`config.mk`:
```
export PLATFORM = sky130hd
export DESIGN_NAME = rr_mux_arbiter
export DESIGN_NICKNAME = d
export VERILOG_FILES = /design/src/rtl/rr_mux_arbiter.sv
export SDC_FILE = /design/constraint.sdc
export NUM_CORES = 1
export LEC_CHECK = 0
export ABC_AREA = 0
export CAP_MARGIN = 40
export CORE_MARGIN = 2
export CORE_UTILIZATION = 30
export CTS_CLUSTER_DIAMETER = 100
export DETAILED_ROUTE_END_ITERATION = 8
export HOLD_SLACK_MARGIN = 0.12
export SLEW_MARGIN = 10
export SYNTH_ARGS = -nofsm -noshare
export SYNTH_HDL_FRONTEND = slang
export SYNTH_SLANG_ARGS = --single-unit
export TNS_END_PERCENT = 10
```
`constraint.sdc`:
```
create_clock -name clk -period 2.1 [get_ports clk]
set_input_delay 0.525 -clock clk [delete_from_list [all_inputs] [get_ports clk]]
set_output_delay 0.525 -clock clk [all_outputs]
set_load 0.02 [all_outputs]
```
`src/rtl/rr_mux_arbiter.sv`:
```
// Round-robin 4:1 arbitrating mux with a registered valid/ready output
// and a per-grant burst limit before the pointer rotates.
module rr_mux_arbiter #(
  parameter int DATA_W    = 8,
  parameter int MAX_BEATS = 4
) (
  input  logic              clk,
  input  logic              rst_n,
  input  logic [3:0]        req,
  input  logic [DATA_W-1:0] i0,
  input  logic [DATA_W-1:0] i1,
  input  logic [DATA_W-1:0] i2,
  input  logic [DATA_W-1:0] i3,
  input  logic              out_ready,
  output logic              out_valid,
  output logic [DATA_W-1:0] f,
  output logic [3:0]        grant,
  output logic              sel0,
  output logic              sel1,
  output logic [3:0]        ack
);

  localparam logic [3:0] LAST = 4'(MAX_BEATS - 1);

  logic              r_busy;
  logic [1:0]        r_ptr;
  logic [1:0]        r_sel;
  logic [3:0]        r_cnt;
  logic [3:0]        r_grant;
  logic [DATA_W-1:0] r_f;

  logic [DATA_W-1:0] w_in [4];
  logic [1:0]        w_nxt;
  logic [1:0]        w_ld;
  logic              w_last;

  // First requester at or after start p, scanning upward mod 4.
  function automatic logic [1:0] pick(input logic [3:0] rq,
                                      input logic [1:0] p);
    logic [1:0] n;
    pick = p;
    for (int k = 3; k >= 0; k--) begin
      n = p + 2'(k);
      if (rq[n]) pick = n;
    end
  endfunction

  assign w_in[0] = i0;
  assign w_in[1] = i1;
  assign w_in[2] = i2;
  assign w_in[3] = i3;

  assign w_nxt  = r_sel + 2'd1;
  assign w_last = (r_cnt == LAST) || !req[r_sel];

  always_comb begin
    w_ld = pick(req, r_ptr);
    if (r_busy) w_ld = pick(req, w_nxt);
  end

  always_ff @(posedge clk or negedge rst_n) begin
    if (!rst_n) begin
      r_busy  <= 1'b0;
      r_ptr   <= 2'd0;
      r_sel   <= 2'd0;
      r_cnt   <= 4'd0;
      r_grant <= 4'd0;
      r_f     <= '0;
    end else if (!r_busy || out_ready) begin
      if (r_busy && !w_last) begin
        r_f   <= w_in[r_sel];
        r_cnt <= r_cnt + 4'd1;
      end else begin
        if (r_busy) r_ptr <= w_nxt;
        if (|req) begin
          r_busy  <= 1'b1;
          r_grant <= 4'b0001 << w_ld;
          r_sel   <= w_ld;
          r_f     <= w_in[w_ld];
          r_cnt   <= 4'd0;
        end else begin
          r_busy  <= 1'b0;
          r_grant <= 4'd0;
        end
      end
    end
  end

  assign out_valid = r_busy;
  assign f         = r_f;
  assign grant     = r_grant;
  assign sel0      = r_sel[0];
  assign sel1      = r_sel[1];
  assign ack       = (r_busy && out_ready) ? r_grant : 4'd0;

endmodule
```
* Yosys cells after proc, flatten, opt, wreduce, memory -nomap -nowiden
Index checks and enable logic that the tools add are counted.
** Word-level totals
- Bits in registers :: 21
- Bits of input ports :: 39
** Cells by class
- Add/sub/neg operators :: 8
- Magnitude comparators :: 11
- Equal/unequal tests :: 1
- Shift-type cells :: 1
- Muxes and demuxes :: 40
- Bitwise gates (word level) :: 3
- Reductions and logical operators :: 13
** Operators with widths (count)
- $mux W8 :: 6
- $bmux W8 S2 :: 2
- $lt A2 B3 Y1 const B :: 9
- $bmux W1 S2 :: 9
- $mux W2 :: 9
- $mux W4 :: 4
- $mux W1 :: 10
- $add A2 B2 Y2 const B :: 4
- $add A2 B1 Y2 const B :: 3
- $ge A3 B3 Y1 const B :: 2
- $not A2 Y3 :: 2
- $reduce_and A3 Y1 :: 2
- $add A4 B1 Y4 const B :: 1
- $eq A4 B2 Y1 const B :: 1
- $reduce_and A2 Y1 :: 2
- $reduce_or A4 Y1 :: 1
- $shl A1 B2 Y4 const A :: 1
- $logic_not A1 Y1 :: 3
- $logic_and A1 B1 Y1 :: 2
- $logic_or A1 B1 Y1 :: 2
- $reduce_bool A2 Y1 :: 1
- $not A1 Y1 :: 1

* Logic depth before layout (Yosys ltp)
- Depth in word-level cells :: 15
- Depth in mapped cells :: 8

* Worst setup path before layout
Ideal clock, no wire load.
- Kind :: in2reg
- Start point :: input port req[3]
- End point :: register r_f[6], in the netlist f[6]
- Setup time :: 0.086 ns
- Data arrival time :: 1.915 ns
- Data required time :: 2.014 ns
- Path slack :: 0.099 ns
- Stages on the path :: 8
- Buffers on the path :: 2
- Path through :: buf_6 > mux4_2 > a21boi_4 > o21a_1 > buf_6 > nor2_8 > nand2_4 > o221ai_2
** Between the ends
- Word-level cells in the longest chain between the ends :: 13
- Elaborated cells between the ends (all ways) :: 40
** Ends and longest elaborated chain
- from (decl) :: RTL line 9 : input logic [3:0] req,
- $bmux W1 S2 :: RTL line 44 : if (rq[n]) pick = n;
- $mux W1 (not written as such) :: RTL line 44
- $mux W2 (4 in a row) :: RTL line 44
- $mux W2 :: RTL line 58 : if (r_busy) w_ld = pick(req, w_nxt);
- $not A2 Y3 (not written as such) :: RTL line 79 : r_f <= w_in[w_ld];
- $bmux W8 S2 :: RTL line 79
- $mux W8 (not written as such) (2 in a row) :: RTL line 79
- $mux W8 :: RTL line 75 : if (|req) begin
- $mux W8 :: RTL line 70 : if (r_busy && !w_last) begin
- to (signal assigned) :: RTL line 71 : r_f <= w_in[r_sel];
- to (signal assigned) :: RTL line 79
- to (decl) :: RTL line 30 : logic [DATA_W-1:0] r_f;
Parallel ways exist; a longest one is shown, timed or not. The select of a mux whose other input is x is not followed.
A chain may end at the register's enable or synchronous reset.

* Worst setup path in the final report
- Start point :: input port req[1]
- End point :: register r_sel[0]
** Between the ends
- Word-level cells in the longest chain between the ends :: 8
- Elaborated cells between the ends (all ways) :: 34
** Ends and longest elaborated chain
- branches (longest 8 deep; another with $bmux W1 S2)
- to (signal assigned) :: RTL line 78 : r_sel <= w_ld;
- to (decl) :: RTL line 27 : logic [1:0] r_sel;
Several ways; the timed one is not identified. The select of a mux whose other input is x is not followed.

==> run summary <==
========================================================================================================
Number of DRC violations after detailed-routing iteration 0 ...............................           82
Worst-margin pin slew .....................................................................       468 ps
Total nets after synthesis ................................................................          212
Slew Limit Fails ..........................................................................            0
Ratio of cells with drive above 1 in the final layout .....................................        30.4%
Internal cell power .......................................................................      1910 µW
FF/Latch Area .............................................................................      527 µm²
Cell depth of the worst flop-to-flop path .................................................            8
Hold Crit Endpoint ........................................................................ grant[2]$_DFFE_PN0P_
Routed wire length ........................................................................      4720 µm
Ant. Diodes ...............................................................................            0
Deepest level of the CTS H-tree ...........................................................            1
DRC violation count after routing .........................................................            0
Remaining antenna violation count after routing ...........................................            0
Combinational Power Share .................................................................        68.5%
First-pass GRT wire length ................................................................      8130 µm
Average instance area after synthesis .....................................................     9.97 µm²
Part of the total power dissipated in sequential elements .................................        23.6%
Power density over the cells ..............................................................  1180 nW/µm²
Total global-route track usage ............................................................        16.0%
Post-route standard cell area excluding fillers ...........................................     2760 µm²
Post-synthesis register bit count .........................................................           21
Worst setup path class .................................................................... input port to register
Wire per inst .............................................................................      14.2 µm
Worst max-slew margin expressed relative to the limit .....................................        68.8%
CTS tree ..................................................................................         done
Latest clock arrival within the worst-skew pair ...........................................       260 ps
Fillers ...................................................................................          523
Hold Startpoint ........................................................................... grant[2]$_DFFE_PN0P_
Placement row count .......................................................................           27
Switching power of the nets ...............................................................      1340 µW
Synth Cell Area ...........................................................................     1720 µm²
Post-layout nets ..........................................................................          301
Average via count per standard cell .......................................................         5.00
Total of buffers placed on input and output ports .........................................           57
I/O pin cnt ...............................................................................           58
Multi-input logic area ....................................................................     1190 µm²
Antenna violations before repair ..........................................................            0
Vias in the first global route ............................................................         1771
Final hold violations .....................................................................            0
Setup slack on the worst flop-to-flop path ................................................       140 ps
Area growth syn-to-layout .................................................................        61.0%
Die outline area ..........................................................................     6340 µm²
Clock sink count ..........................................................................           21
Worst setup slack after placement .........................................................      -470 ps
Maximum number of pins on one net before global-route repair ..............................           22
Slack of the critical path ................................................................      89.2 ps
Worst IR drop on VDD ......................................................................       455 µV
Half-perimeter wire length of the detailed placement result ...............................      3530 µm
Req. time, crit path ......................................................................      2250 ps
Total congestion overflow .................................................................            0
Initial core utilization ..................................................................        31.2%
WP data arrival ...........................................................................      2160 ps
Sequential element share of the synthesized area ..........................................        30.6%
Post-CTS clock slew at the launch and capture registers of the worst setup and hold paths .        70 ps
Kind of path behind the tightest hold check ............................................... register to register
Fmax achieved .............................................................................    0.497 GHz
Reg2reg end ............................................................................... f[3]$_DFFE_PN0P_
Final clock skew ..........................................................................      4.64 ps
Number of distinct library cells after synthesis ..........................................           39
TritonCTS buffer count ....................................................................            3
Warnings, synthesis .......................................................................            0
Final critical delay including setup and external delays ..................................      2010 ps
Portion of the clock cycle consumed by the worst path in the final layout .................        95.8%
Vias after detailed routing ...............................................................         1660
Routability Congestion ....................................................................        0.750
Worst-path maximum fanout .................................................................            5
RSZ-0062 raised after global routing ......................................................          yes
Crit. End Element .........................................................................     register
Core Box Area .............................................................................     5510 µm²
Clock power frac ..........................................................................         7.9%
Launch instance of the worst register-to-register path .................................... r_sel[0]$_DFFE_PN0P_
Kind of start point of the critical path ..................................................   input port
Cell chosen for the clock root ............................................................ sky130_fd_sc_hd__clkbuf_8
Chip Width ................................................................................      79.6 µm
DP Area ...................................................................................     2570 µm²
Max-capacitance violation count ...........................................................            0
Die Ht ....................................................................................      79.6 µm
Status .................................................................................... finished clean
Synth Instances ...........................................................................          172
Number of detailed-route iterations in the first pass .....................................            4
Leakage ...................................................................................   0.00118 µW
Clock Path Buffers ........................................................................            2
Switching power as a share of total power .................................................        41.3%
Cell depth of the worst hold path .........................................................            2
Final-report setup violation count ........................................................            0
========================================================================================================
[critical path: stages]
cell                              delay [ps]
sky130_fd_sc_hd__clkdlybuf4s15_1         170
sky130_fd_sc_hd__buf_6                   120
sky130_fd_sc_hd__buf_6                   120
sky130_fd_sc_hd__mux4_2                  440
sky130_fd_sc_hd__a21boi_4                170
sky130_fd_sc_hd__o21a_4                  250
sky130_fd_sc_hd__nor2_8                  160
sky130_fd_sc_hd__nand2_4                  90
sky130_fd_sc_hd__o21a_1                  110
[per-layer routing]
layer	vias up	track usage (%)	wire, µm
met5	-	0	0
met1	788	20.7	2040
met4	0	2.59	24
met3	2	3.39	240
met2	39	27.9	2410
li1	831	-	-
[how the worst max path moves through the flow]
stage	slack (ps)	to	cells after the start	from
global route	-30	f[2]$_DFFE_PN0P_	9	req[1]
global placement	-430	f[6]$_DFFE_PN0P_	7	req[1]
CTS	10	ack[2]	3	out_ready
detailed placement	-470	f[6]$_DFFE_PN0P_	7	req[1]
finish	90	r_sel[0]$_DFFE_PN0P_	9	req[1]
floorplan	100	f[6]$_DFFE_PN0P_	8	req[3]
[synthesized netlist by cell type, drive strengths merged]
cell	instances	area share (%)
mux2i	16	9.3
a21oi	15	4.4
a21o	1	0.44
a21boi	1	1.1
nor2	9	2.9
o221a	1	0.66
a22o	1	0.51
o221ai	8	4.8
o21a	3	1.3
clkbuf	3	0.66
and3	4	1.5
nand4	1	0.36
nand2	10	2.6
a31oi	1	0.36
xor2	2	1.0
o21ai	13	3.8
nor2b	13	4.7
o21bai	2	0.88
ha	1	0.73
o2111ai	1	0.51
nand2b	5	1.8
nor3	1	0.29
buf	9	3.7
o22a	1	0.51
o32ai	1	0.51
mux4	9	12
dfrtp	21	31
nor4	1	1.2
inv	7	1.5
a2bb2oi	1	0.51
o31ai	3	2.1
nand3	4	1.2
o41ai	2	1.0
xnor2	1	0.51
[power groups by stage]
stage,combinational [µW],clock [µW],sequential (µW)
after floorplan,1170,0,846
after detailed placement,2040,0,765
after global routing,2430,283,797
final,2230,259,768
after CTS,2240,266,765
after global placement,2020,0,770
[what timing repair did]
action,4_1_cts,5_1_grt
endpoints found under the setup margin,20,16
gates resized for setup,39,7
cloned,1,0
hold buffers,0,0
pin swaps,8,2
setup buffers,6,0
[layout by cell type, fill, tap and decap left out, types with 9 or more instances in the layout]
cell                               n
sky130_fd_sc_hd__clkdlybuf4s50_1  49
sky130_fd_sc_hd__o21ai_0          10
sky130_fd_sc_hd__nor2b_1          13
sky130_fd_sc_hd__a21oi_1          14
sky130_fd_sc_hd__dfrtp_1          20
sky130_fd_sc_hd__mux4_2            9
sky130_fd_sc_hd__nand2_1           9
sky130_fd_sc_hd__mux2i_1          13
sky130_fd_sc_hd__buf_4            30
[cell type report]
type,instances,area share (%)
inverter,7,0.952
timing repair buffer,95,31.9
multi-input combinational,133,43.2
sequential,21,19.1
tap,72,3.26
clock buffer,4,1.63
[kinds of logic after synthesis]
group                      share of synthesized area (%)
adders and majority gates                          0.729
buffers and inverters                               5.91
muxes                                               21.2
and+or+nand+nor                                     16.6
DFF                                                 30.6
xor gates and xnor gates                            1.53
AOI/OAI and AO/OA                                   23.4
[flip-flops by register name (all words and copies together), names as in the netlist]
signal     cells
r_cnt          4
grant          4
out_valid      1
r_ptr          2
r_sel          2
f              8
[metrics by stage]
step / power, µW / util (%) / hold slack [ps] / TNS, ps / std cells
2_1_floorplan: 2020 / - / 229 / 0 / 172
3_3_place_gp: 2790 / 46.6 / 486 / -7950 / 321
3_5_place_dp: 2810 / 46.6 / 487 / -8430 / 321
4_1_cts: 3270 / 50.3 / 503 / 0 / 332
5_1_grt: 3510 / 50.1 / 555 / -39.1 / 332
6_report: 3260 / 50.1 / 501 / 0 / 332
Note: power is estimated with default switching activity, not from simulation.
